===== src/rtl/fetch_sequencer_pkg.sv =====
`default_nettype none
// +----------------------------------------------------------------------------+
// | Package     : fetch_pkg                                                    |
// | Description : Shared types and constants for the fetch sequencer: state   |
// |               encoding, instruction/PC widths and the PC step.             |
// | Revision    : 1.0 - initial release                                        |
// +----------------------------------------------------------------------------+
package fetch_pkg;

  localparam int INST_SIZE      = 24;
  localparam int PC_W           = INST_SIZE + 8;
  localparam int CNT_W          = 16;
  localparam int PC_STEP        = 4;
  // Wrong-path slots squashed per redirect (entry cycle + REDIRECT cycle).
  localparam int REDIRECT_SLOTS = 2;

  typedef enum logic [2:0] {
    IDLE     = 3'd0,
    RUN      = 3'd1,
    REDIRECT = 3'd2,
    STALL    = 3'd3,
    HALT     = 3'd4
  } state_t;

endpackage
`default_nettype wire


===== src/rtl/fetch_sequencer_if.sv =====
`default_nettype none
// +----------------------------------------------------------------------------+
// | Interface   : fetch_sequencer_if                                           |
// | Description : Control bundle between the fetch sequencer and its           |
// |               neighbours (hazard unit, decode, execute, fetch stage).      |
// |   master : sequencer side - takes start/branch/jump/stall/halt requests,   |
// |            drives pcWrEn/newPc, IF/ID flush/stall, halted and counters.    |
// |   slave  : environment side - the mirror image.                            |
// | Revision    : 1.0 - initial release                                        |
// +----------------------------------------------------------------------------+
interface fetch_sequencer_if #(
  parameter int PC_W  = fetch_pkg::PC_W,
  parameter int CNT_W = fetch_pkg::CNT_W
);

  logic             start;
  logic             brTaken;
  logic [PC_W-1:0]  brTarget;
  logic             jmpValid;
  logic [PC_W-1:0]  jmpTarget;
  logic             hazardStall;
  logic             haltDetect;
  logic             pcWrEn;
  logic [PC_W-1:0]  newPc;
  logic             ifidFlush;
  logic             ifidStall;
  logic             halted;
  logic [CNT_W-1:0] stallCnt;
  logic [CNT_W-1:0] redirCnt;

  modport master (
    input  start, brTaken, brTarget, jmpValid, jmpTarget, hazardStall, haltDetect,
    output pcWrEn, newPc, ifidFlush, ifidStall, halted, stallCnt, redirCnt
  );

  modport slave (
    output start, brTaken, brTarget, jmpValid, jmpTarget, hazardStall, haltDetect,
    input  pcWrEn, newPc, ifidFlush, ifidStall, halted, stallCnt, redirCnt
  );

endinterface
`default_nettype wire


===== src/rtl/fetch_sequencer_sat_counter.sv =====
`default_nettype none
// +----------------------------------------------------------------------------+
// | Module      : sat_counter                                                  |
// | Description : Up-counter that sticks at all-ones instead of wrapping.      |
// |   clk   : clock, rising edge                                               |
// |   reset : asynchronous, active-low                                         |
// |   inc   : count one event this cycle                                       |
// |   clear : synchronous clear (wins over inc)                                |
// |   count : current value                                                    |
// | Revision    : 1.0 - initial release                                        |
// +----------------------------------------------------------------------------+
module sat_counter #(
  parameter int CNT_W = 16
) (
  input  wire logic             clk,
  input  wire logic             reset,
  input  wire logic             inc,
  input  wire logic             clear,
  output logic      [CNT_W-1:0] count
);

  localparam logic [CNT_W-1:0] c_max = {CNT_W{1'b1}};

  logic [CNT_W-1:0] r_count;

  always_ff @(posedge clk or negedge reset) begin
    if (!reset) begin
      r_count <= '0;
    end else if (clear) begin
      r_count <= '0;
    end else if (inc && (r_count != c_max)) begin
      r_count <= r_count + CNT_W'(1);
    end
  end

  assign count = r_count;

endmodule
`default_nettype wire


===== src/rtl/fetch_sequencer.sv =====
`default_nettype none
// +----------------------------------------------------------------------------+
// | Module      : fetch_sequencer                                              |
// | Description : Fetch-stage control. Each cycle chooses free-run (+4),       |
// |               replay or redirect, arbitrating execute branches, decode     |
// |               jumps, hazard stalls and halt; drives IF/ID flush/stall.     |
// |   clk   : clock, rising edge                                               |
// |   reset : asynchronous, active-low                                         |
// |   bus   : fetch_sequencer_if.master (requests in, fetch controls and       |
// |           performance counters out)                                        |
// | Revision    : 1.0 - initial release                                        |
// +----------------------------------------------------------------------------+
module fetch_sequencer
  import fetch_pkg::*;
#(
  parameter int INST_SIZE = fetch_pkg::INST_SIZE,
  parameter int PC_W      = INST_SIZE + 8,
  parameter int CNT_W     = fetch_pkg::CNT_W
) (
  input wire logic          clk,
  input wire logic          reset,
  fetch_sequencer_if.master bus
);

  state_t           r_state;
  state_t           w_next_state;
  logic [PC_W-1:0]  r_tgt;
  logic [PC_W-1:0]  w_tgt_next;
  logic [PC_W-1:0]  r_pc_track;
  logic             r_pc_wren_d;

  logic             w_pc_wren;
  logic [PC_W-1:0]  w_new_pc;
  logic             w_flush;
  logic             w_stall;
  logic             w_halted;
  logic [CNT_W-1:0] w_stall_cnt;
  logic [CNT_W-1:0] w_redir_cnt;

  // State register plus the local mirror of the fetch PC. Fetch applies
  // newPc one cycle after pcWrEn, so the mirror uses the delayed enable.
  always_ff @(posedge clk or negedge reset) begin
    if (!reset) begin
      r_state     <= IDLE;
      r_tgt       <= '0;
      r_pc_track  <= '0;
      r_pc_wren_d <= 1'b0;
    end else begin
      r_state     <= w_next_state;
      r_tgt       <= w_tgt_next;
      r_pc_wren_d <= w_pc_wren;
      r_pc_track  <= r_pc_wren_d ? w_new_pc : (r_pc_track + PC_W'(PC_STEP));
    end
  end

  // Next state and the held target. Branch beats jump (older instruction).
  always_comb begin
    w_next_state = r_state;
    w_tgt_next   = r_tgt;
    case (r_state)
      IDLE: begin
        if (bus.start) w_next_state = RUN;
      end
      RUN: begin
        if (bus.brTaken) begin
          w_next_state = REDIRECT;
          w_tgt_next   = bus.brTarget;
        end else if (bus.jmpValid) begin
          w_next_state = REDIRECT;
          w_tgt_next   = bus.jmpTarget;
        end else if (bus.haltDetect) begin
          w_next_state = HALT;
          w_tgt_next   = r_pc_track;
        end else if (bus.hazardStall) begin
          w_next_state = STALL;
          w_tgt_next   = r_pc_track;
        end
      end
      REDIRECT: begin
        w_next_state = RUN;
      end
      STALL: begin
        if (bus.brTaken) begin
          w_next_state = REDIRECT;
          w_tgt_next   = bus.brTarget;
        end else if (!bus.hazardStall) begin
          w_next_state = RUN;
        end
      end
      HALT: begin
        w_next_state = HALT;
      end
      default: begin
        w_next_state = IDLE;
      end
    endcase
  end

  // Output decode. While reset is low every output is forced to zero so an
  // in-flight redirect or stall is dropped immediately.
  always_comb begin
    w_pc_wren = 1'b0;
    w_new_pc  = '0;
    w_flush   = 1'b0;
    w_stall   = 1'b0;
    w_halted  = 1'b0;
    if (reset) begin
      case (r_state)
        IDLE: begin
          w_pc_wren = 1'b1;
          w_flush   = 1'b1;
        end
        RUN: begin
          if (bus.brTaken) begin
            w_pc_wren = 1'b1;
            w_new_pc  = bus.brTarget;
            w_flush   = 1'b1;
          end else if (bus.jmpValid) begin
            w_pc_wren = 1'b1;
            w_new_pc  = bus.jmpTarget;
            w_flush   = 1'b1;
          end else if (bus.haltDetect) begin
            w_pc_wren = 1'b1;
            w_new_pc  = r_pc_track;
          end else if (bus.hazardStall) begin
            w_pc_wren = 1'b1;
            w_new_pc  = r_pc_track;
            w_stall   = 1'b1;
          end
        end
        REDIRECT: begin
          // Second wrong-path slot; newPc held for the fetch's late apply.
          w_new_pc = r_tgt;
          w_flush  = 1'b1;
        end
        STALL: begin
          if (bus.brTaken) begin
            w_pc_wren = 1'b1;
            w_new_pc  = bus.brTarget;
            w_flush   = 1'b1;
          end else begin
            // IF/ID is held only while the hazard persists; the exit cycle
            // releases it while newPc still covers the pending override.
            w_pc_wren = bus.hazardStall;
            w_new_pc  = r_tgt;
            w_stall   = bus.hazardStall;
          end
        end
        HALT: begin
          w_pc_wren = 1'b1;
          w_new_pc  = r_tgt;
          w_flush   = 1'b1;
          w_halted  = 1'b1;
        end
        default: begin
          w_pc_wren = 1'b0;
        end
      endcase
    end
  end

  sat_counter #(.CNT_W(CNT_W)) u_stall_cnt (
    .clk   (clk),
    .reset (reset),
    .inc   (r_state == STALL),
    .clear (1'b0),
    .count (w_stall_cnt)
  );

  sat_counter #(.CNT_W(CNT_W)) u_redir_cnt (
    .clk   (clk),
    .reset (reset),
    .inc   (r_state == REDIRECT),
    .clear (1'b0),
    .count (w_redir_cnt)
  );

  assign bus.pcWrEn    = w_pc_wren;
  assign bus.newPc     = w_new_pc;
  assign bus.ifidFlush = w_flush;
  assign bus.ifidStall = w_stall;
  assign bus.halted    = w_halted;
  assign bus.stallCnt  = w_stall_cnt;
  assign bus.redirCnt  = w_redir_cnt;

endmodule
`default_nettype wire


===== src/flat_wrapper.sv =====
// flat-port wrapper written by rule: the top's interface ports become plain ports
module fetch_sequencer_flat import fetch_pkg::*;
#(
  parameter int INST_SIZE = fetch_pkg::INST_SIZE,
  parameter int PC_W      = INST_SIZE + 8,
  parameter int CNT_W     = fetch_pkg::CNT_W
)
  (clk, reset, bus_start, bus_brTaken, bus_brTarget, bus_jmpValid, bus_jmpTarget, bus_hazardStall, bus_haltDetect, bus_pcWrEn, bus_newPc, bus_ifidFlush, bus_ifidStall, bus_halted, bus_stallCnt, bus_redirCnt);
  fetch_sequencer_if #(.PC_W(PC_W), .CNT_W(CNT_W)) bus_i ();
  input wire logic clk;
  input wire logic reset;
  input wire logic [$bits(bus_i.start)-1:0] bus_start;
  input wire logic [$bits(bus_i.brTaken)-1:0] bus_brTaken;
  input wire logic [$bits(bus_i.brTarget)-1:0] bus_brTarget;
  input wire logic [$bits(bus_i.jmpValid)-1:0] bus_jmpValid;
  input wire logic [$bits(bus_i.jmpTarget)-1:0] bus_jmpTarget;
  input wire logic [$bits(bus_i.hazardStall)-1:0] bus_hazardStall;
  input wire logic [$bits(bus_i.haltDetect)-1:0] bus_haltDetect;
  output wire logic [$bits(bus_i.pcWrEn)-1:0] bus_pcWrEn;
  output wire logic [$bits(bus_i.newPc)-1:0] bus_newPc;
  output wire logic [$bits(bus_i.ifidFlush)-1:0] bus_ifidFlush;
  output wire logic [$bits(bus_i.ifidStall)-1:0] bus_ifidStall;
  output wire logic [$bits(bus_i.halted)-1:0] bus_halted;
  output wire logic [$bits(bus_i.stallCnt)-1:0] bus_stallCnt;
  output wire logic [$bits(bus_i.redirCnt)-1:0] bus_redirCnt;
  assign bus_i.start = bus_start;
  assign bus_i.brTaken = bus_brTaken;
  assign bus_i.brTarget = bus_brTarget;
  assign bus_i.jmpValid = bus_jmpValid;
  assign bus_i.jmpTarget = bus_jmpTarget;
  assign bus_i.hazardStall = bus_hazardStall;
  assign bus_i.haltDetect = bus_haltDetect;
  assign bus_pcWrEn = bus_i.pcWrEn;
  assign bus_newPc = bus_i.newPc;
  assign bus_ifidFlush = bus_i.ifidFlush;
  assign bus_ifidStall = bus_i.ifidStall;
  assign bus_halted = bus_i.halted;
  assign bus_stallCnt = bus_i.stallCnt;
  assign bus_redirCnt = bus_i.redirCnt;
  fetch_sequencer #(.INST_SIZE(INST_SIZE), .PC_W(PC_W), .CNT_W(CNT_W)) u_core (.clk(clk), .reset(reset), .bus(bus_i));
endmodule

===== config.mk =====
export PLATFORM = sky130hd
export DESIGN_NAME = fetch_sequencer_flat
export DESIGN_NICKNAME = d
export VERILOG_FILES = /design/src/rtl/fetch_sequencer_pkg.sv /design/src/rtl/fetch_sequencer_if.sv /design/src/rtl/fetch_sequencer_sat_counter.sv /design/src/rtl/fetch_sequencer.sv /design/src/flat_wrapper.sv
export SDC_FILE = /design/constraint.sdc
export NUM_CORES = 1
export LEC_CHECK = 0
export ABC_CLOCK_PERIOD_IN_PS = 7350
export CAP_MARGIN = 0
export CORE_ASPECT_RATIO = 0.5
export CORE_MARGIN = 2
export CORE_UTILIZATION = 70
export DETAILED_ROUTE_END_ITERATION = 12
export DONT_BUFFER_PORTS = 1
export GPL_TIMING_DRIVEN = 0
export PLACE_DENSITY_LB_ADDON = 0.2
export SYNTH_ARGS = -nofsm -noshare
export SYNTH_HDL_FRONTEND = slang
export SYNTH_HIERARCHICAL = 1
export SYNTH_SLANG_ARGS = --single-unit

===== constraint.sdc =====
create_clock -name clk -period 7.35 [get_ports clk]
set_input_delay 1.47 -clock clk [delete_from_list [all_inputs] [get_ports clk]]
set_output_delay 1.47 -clock clk [all_outputs]
set_load 0.01 [all_outputs]

After elaboration in Yosys (flattened, before gate mapping)
Cells that the tools add are included.
W data, S select, Z words.
{"block": "op_classes", "eq_ne": 9, "bitwise": 0, "div": 0, "shift": 0, "n_addsub": 3, "mul": 0, "n_reduce_logical": 9, "n_mux": 41, "n_lt_le_gt_ge": 0}
{"cell": "$mux W32", "count": 11}
{"cell": "$pmux W32 S3", "count": 1}
{"cell": "$pmux W32 S2", "count": 1}
{"cell": "$add A16 B1 Y16 const B", "count": 2}
{"cell": "$add A32 B3 Y32 const B", "count": 1}
{"cell": "$ne A16 B16 Y1 const B", "count": 2}
{"cell": "$mux W3", "count": 7}
{"cell": "$mux W1", "count": 17}
{"cell": "$pmux W3 S5", "count": 1}
{"cell": "$eq A3 B2 Y1 const B", "count": 2}
{"cell": "$pmux W1 S3", "count": 2}
{"cell": "$ne A5 B5 Y1 const B", "count": 1}
{"cell": "$reduce_or A2 Y1", "count": 2}
{"cell": "$eq A3 B1 Y1 const B", "count": 1}
{"cell": "$eq A3 B3 Y1 const B", "count": 1}
{"cell": "$logic_not A3 Y1", "count": 1}
{"cell": "$ne A3 B3 Y1 const B", "count": 1}
{"cell": "$reduce_and A3 Y1", "count": 1}
{"cell": "$reduce_or A3 Y1", "count": 1}
{"cell": "$logic_and A1 B1 Y1", "count": 2}
{"cell": "$ne A2 B2 Y1 const B", "count": 1}
{"cell": "$pmux W1 S2", "count": 1}
{"cell": "$reduce_and A2 Y1", "count": 1}
{"cell": "$reduce_bool A2 Y1", "count": 1}
{"block": "totals", "latchBits": 0, "n_memories": 0, "ff_bits": 100, "ramBits": 0, "output_inout_bits": 68, "mem_bits_ro": 0}

Longest topological paths before layout
{"block": "depth", "word_depth": 7, "depth_mapped": 10, "ltp_nobuf": 6}

Cells and area by module
Netlist, hierarchy kept.
{"mod": "fetch_sequencer", "area_per_inst_um2": 4978.5, "cells_per_inst": 572, "seq_area_each_um2": 1701.6, "n_inst": 1}
{"mod": "sat_counter (u_core.u_redir_cnt)", "area_per_inst_um2": 942.2, "cells_per_inst": 98, "seq_area_each_um2": 400.4, "n_inst": 1}
{"mod": "sat_counter (u_core.u_stall_cnt)", "area_per_inst_um2": 930.9, "cells_per_inst": 94, "seq_area_each_um2": 400.4, "n_inst": 1}

Worst setup path after synthesis
OpenSTA, ideal clock, no wires.
{"block": "synth_path", "kind": "input to output", "start": "input bus_jmpValid", "end": "output bus_newPc[1]", "slack_ps": 3156, "arrival_time_ps": 2724, "t_required_ps": 5880, "stages": 7, "cell_sequence": "buf_2 clkbuf_1 clkbuf_1 a221oi_1 a211oi_1 a21oi_1 nor2_1"}
{"block": "synth_via", "elab_chain_cells": 4}
{"element": "start: declaration", "line_no": "flat_wrapper.sv:15", "source": "input wire logic [$bits(bus_i.jmpValid)-1:0] bus_jmpValid;"}
{"element": "$mux W32", "line_no": "fetch_sequencer.sv:118", "source": "end else if (bus.jmpValid) begin"}
{"element": "$mux W32", "line_no": "fetch_sequencer.sv:114", "source": "if (bus.brTaken) begin"}
{"element": "$pmux W32 S3", "line_no": "fetch_sequencer.sv:108", "source": "case (r_state)"}
{"element": "$mux W32", "line_no": "fetch_sequencer.sv:107", "source": "if (reset) begin"}
{"element": "end: declaration", "line_no": "flat_wrapper.sv:20", "source": "output wire logic [$bits(bus_i.newPc)-1:0] bus_newPc;"}
Every way passes these cells.

Final worst setup path
Same ends and word-level chain as after synthesis.

==> metrics.txt <==
run status=completed; ANT nets after route=0; largest fanout of any net on the critical path=10; data required time at the worst endpoint=roughly 5.9 ns; Synth-to-Final Area Change=6.48%; standby leakage power=0.00281 uW; CTS clk-pin slew, worst paths=around 0.070 ns; GRT Residual Overflow=0; setup TNS=0 ns; largest area contributor in the netlist=sky130_fd_sc_hd__dfrtp_1; hold_buf cts=0; post-synthesis async set-or-reset flop share=100%; core area=between 9000 and 10,000 sq um; Num CTS Buffers=9; Detailed Place HPWL=approximately 15,000 um; wire length of the first global-routing pass=around 33,000 um; multi-input gate area in the final layout=around 4000 sq um; Max-slew headroom=slightly below 50%; final critical delay including setup and external delays=4.84 ns; Main synth FF type=sky130_fd_sc_hd__dfrtp_1; mean instance size in the synthesized netlist=between 8 and 9 sq um; # clock sinks=100; latest clock arrival within the worst-skew pair=around 0.35 ns; start point of the worst min-delay path=u_core/r_state[1]; last weighted congestion value of the routability-driven placer=around 0.95; post-synthesis sequential area ratio=between 30% and 40%; number of distinct standard cells referenced by the synthesized netlist=60; P per Cell Area=~340 nW/um^2; worst endpoint data arrival time=roughly 3.4 ns; maximum number of pins on one net before global-route repair=107; register-to-register path setup slack=between 4 and 5 ns; Clk Tree Root Cell=sky130_fd_sc_hd__clkbuf_16; Max Root-Sink Buffers=2; busiest layer in global routing=met2; post-synth top area share=between 30% and 40%; maximum vdd drop=between 0.15 and 0.2 mV; drt drc=0; placed inst area=7030 sq um; detailed-route vias per instance=7.46; initial core utilization=72.3%; Clock Skew=about 0.0056 ns; type of the most critical hold path=register to register; number of input and output port buffers inserted=0; CTS tree=yes; horizontal die dimension=between 100 and 150 um; total number of nets in the final design=roughly 850; dominant cells by area after synthesis=sky130_fd_sc_hd__dfrtp_1 37%, sky130_fd_sc_hd__a22oi_1 7.5%, sky130_fd_sc_hd__mux2_2 6.7%; cell area after synthesis=~7000 sq um; startpoint of the worst-slack reg-to-reg timing path=u_core/r_state[2]; Worst Hold Endpoint=u_core/r_state[2]; final instance area=~7300 sq um; Placed Cells=around 900; fin cells=~920; initial drt markers=around 1,100; Clock H-tree levels=3; number of resized instances in the post-cts repair step=0; YS warnings=6; Maximum Capacitance Violations=0; number of instances on the worst hold path=2; n_diodes=0; startpoint class of the critical path=primary input; post-detailed-route wirelength per cell=approximately 23 um; number of global-route vias before repair=between 6,000 and 7,000; flops & latches, synth=100; highest attainable clock frequency=between 0.2 and 0.25 GHz; register cell area after layout=approximately 2500 sq um; drt pass-1 iters=7; transition time at the pin with the least slew margin=0.769 ns; number of flops mapped to enable cells by yosys=0; post-CTS setup-driven buffer insertion count=0; count of standard-cell rows=25; y dimension of the die=approximately 74 um; met3 demand-to-capacity share in global routing=approximately an eighth; met1 Usage GRT=between 50% and 60%; final critical-path share of the clock period=about 66%; vias after detailed routing=~6,800; number of filler instances in the final layout=between 600 and 700; count of boundary I/O pins=approximately 140; total die area=around 11,000 sq um; Global Route Usage Sum=39.9%; number of slew-limit violations in the final report=0; Setup Viol. Count Final=0; unrepaired setup endpoints after global routing=no; number of failing hold endpoints at the final stage=0; Worst Reg2Reg Path Length in Cells=10; routing usage on met2=a little under two thirds; routed wire length=approximately 21,000 um; class of the most critical setup path=primary input to output pin; worst reg2reg path endpoint=u_core/u_stall_cnt/count[13]; count of mapped cells out of synthesis=764; fraction of layout instances using a drive strength above 1=roughly an eighth; sort of element at the end of the critical path=output pin; number of antenna violations at the first check in global routing=0; Total Power=around 2500 uW
==> critical path, cell delays in order <==
cell                       delay, ns
sky130_fd_sc_hd__buf_2          0.19
sky130_fd_sc_hd__clkbuf_1       0.50
sky130_fd_sc_hd__clkbuf_1       0.45
sky130_fd_sc_hd__a221oi_1       0.17
sky130_fd_sc_hd__a211oi_1       0.28
sky130_fd_sc_hd__a21oi_1        0.10
sky130_fd_sc_hd__nor2_1         0.20
==> power breakdown <==
group	internal [uW]	switching, uW	leakage (uW)
Clock	229	216	0.000117
Sequential	716	181	0.00133
Combinational	430	725	0.00136
==> area by class of cell <==
class,instances,share of cell area [%]
well taps,135,2.32
clock buffers,10,3.14
inverters,10,0.514
clock inverters,5,0.532
multi-input cells,586,54.8
plain buffers,70,4.41
flip-flops and latches,100,34.3
==> worst max-delay path by stage <==
stage | startpoint | slack, ns | cells past startpoint | to
floorplan | bus_jmpValid | 3.16 | 7 | bus_newPc[1]
global placement | bus_jmpValid | 2.66 | 7 | bus_newPc[3]
detailed placement | bus_jmpValid | 2.60 | 7 | bus_newPc[2]
CTS | bus_jmpValid | 2.61 | 7 | bus_newPc[2]
global route | bus_jmpValid | 2.41 | 7 | bus_newPc[1]
finish | bus_jmpValid | 2.51 | 7 | bus_newPc[1]
==> cells by family (layout without fill, tap and decap cells) <==
group           Yosys count  count (layout)  share of synthesized area [%]
other cells               1               3                         0.0547
flops                   100             100                           36.5
fa+ha+maj                 3               3                          0.548
simple gates            228             228                           18.4
mux                      49              49                           8.20
compound gates          272             272                           27.1
buf+inv                  80              95                           5.24
xor+xnor                 31              31                           3.96
==> synthesized netlist by cell type (all sizes together) (2+ instances only) <==
master and number:
clkbuf 42, nand4 25, nor3 9, xor2 9, or4 10, a221o 12
nand4b 2, xnor2 22, and3 7, a22oi 74, o21a 2, inv 10
a221oi 20, dfrtp 100, ha 3, nand2 58, buf 28, o211ai 2
nor2b 10, a21oi 58, mux2 48, nand2b 4, and2 5, o22ai 19
nor2 51, a211oi 22, and4 7, or3 9, o31ai 11, nor4 8
o21ai 47, nand3 18
==> cell usage in the layout, fill, tap and decap left out, types with 6 or more instances in the layout <==
cell                        Yosys  layout
sky130_fd_sc_hd__dfrtp_1      100     100
sky130_fd_sc_hd__a22oi_1       68      68
sky130_fd_sc_hd__nand2_1       58      58
sky130_fd_sc_hd__a21oi_1       58      58
sky130_fd_sc_hd__nor2_1        51      51
sky130_fd_sc_hd__clkbuf_1      42      43
sky130_fd_sc_hd__mux2_2        41      41
sky130_fd_sc_hd__o21ai_0       28      28
sky130_fd_sc_hd__xnor2_1       22      22
sky130_fd_sc_hd__nand4_1       21      21
sky130_fd_sc_hd__a211oi_1      21      21
sky130_fd_sc_hd__a221oi_1      20      20
sky130_fd_sc_hd__o22ai_1       19      19
sky130_fd_sc_hd__o21ai_1       19      19
sky130_fd_sc_hd__nand3_1       18      18
sky130_fd_sc_hd__buf_2         17      17
sky130_fd_sc_hd__a221o_1       12      12
sky130_fd_sc_hd__o31ai_1       11      11
sky130_fd_sc_hd__inv_1         10      10
sky130_fd_sc_hd__clkbuf_16      0       9
sky130_fd_sc_hd__nor3_1         9       9
sky130_fd_sc_hd__xor2_1         9       9
sky130_fd_sc_hd__nor2b_1        9       9
sky130_fd_sc_hd__or4_1          8       8
sky130_fd_sc_hd__or3_1          8       8
sky130_fd_sc_hd__and3_1         7       7
sky130_fd_sc_hd__a22oi_2        6       6
==> state kept, by name, indices dropped and copies added, names as in the netlist <==
| name | count |
|---|---|
| u_core/r_pc_track | 32 |
| u_core/r_tgt | 32 |
| u_core/u_redir_cnt/count | 16 |
| u_core/u_stall_cnt/count | 16 |
| u_core/r_state | 3 |
| u_core/r_pc_wren_d | 1 |
==> per-layer routing <==
metal / vias up / share of wire [%]
li1: 2937 / -
met1: 3217 / 37
met2: 584 / 45
met3: 96 / 14
met4: 0 / 3.5
met5: - / 0
==> stage by stage <==
step                hold WS (ns)  setup slack [ns]  utilization (%)
finish                     0.550              2.51             77.0
global route               0.564              2.41             77.0
CTS                        0.549              2.61             77.0
detailed placement         0.534              2.60             74.2
global placement           0.488              2.66             74.2
floorplan                  0.470              3.16                -
No activity file was read; power rests on OpenSTA's default activity.
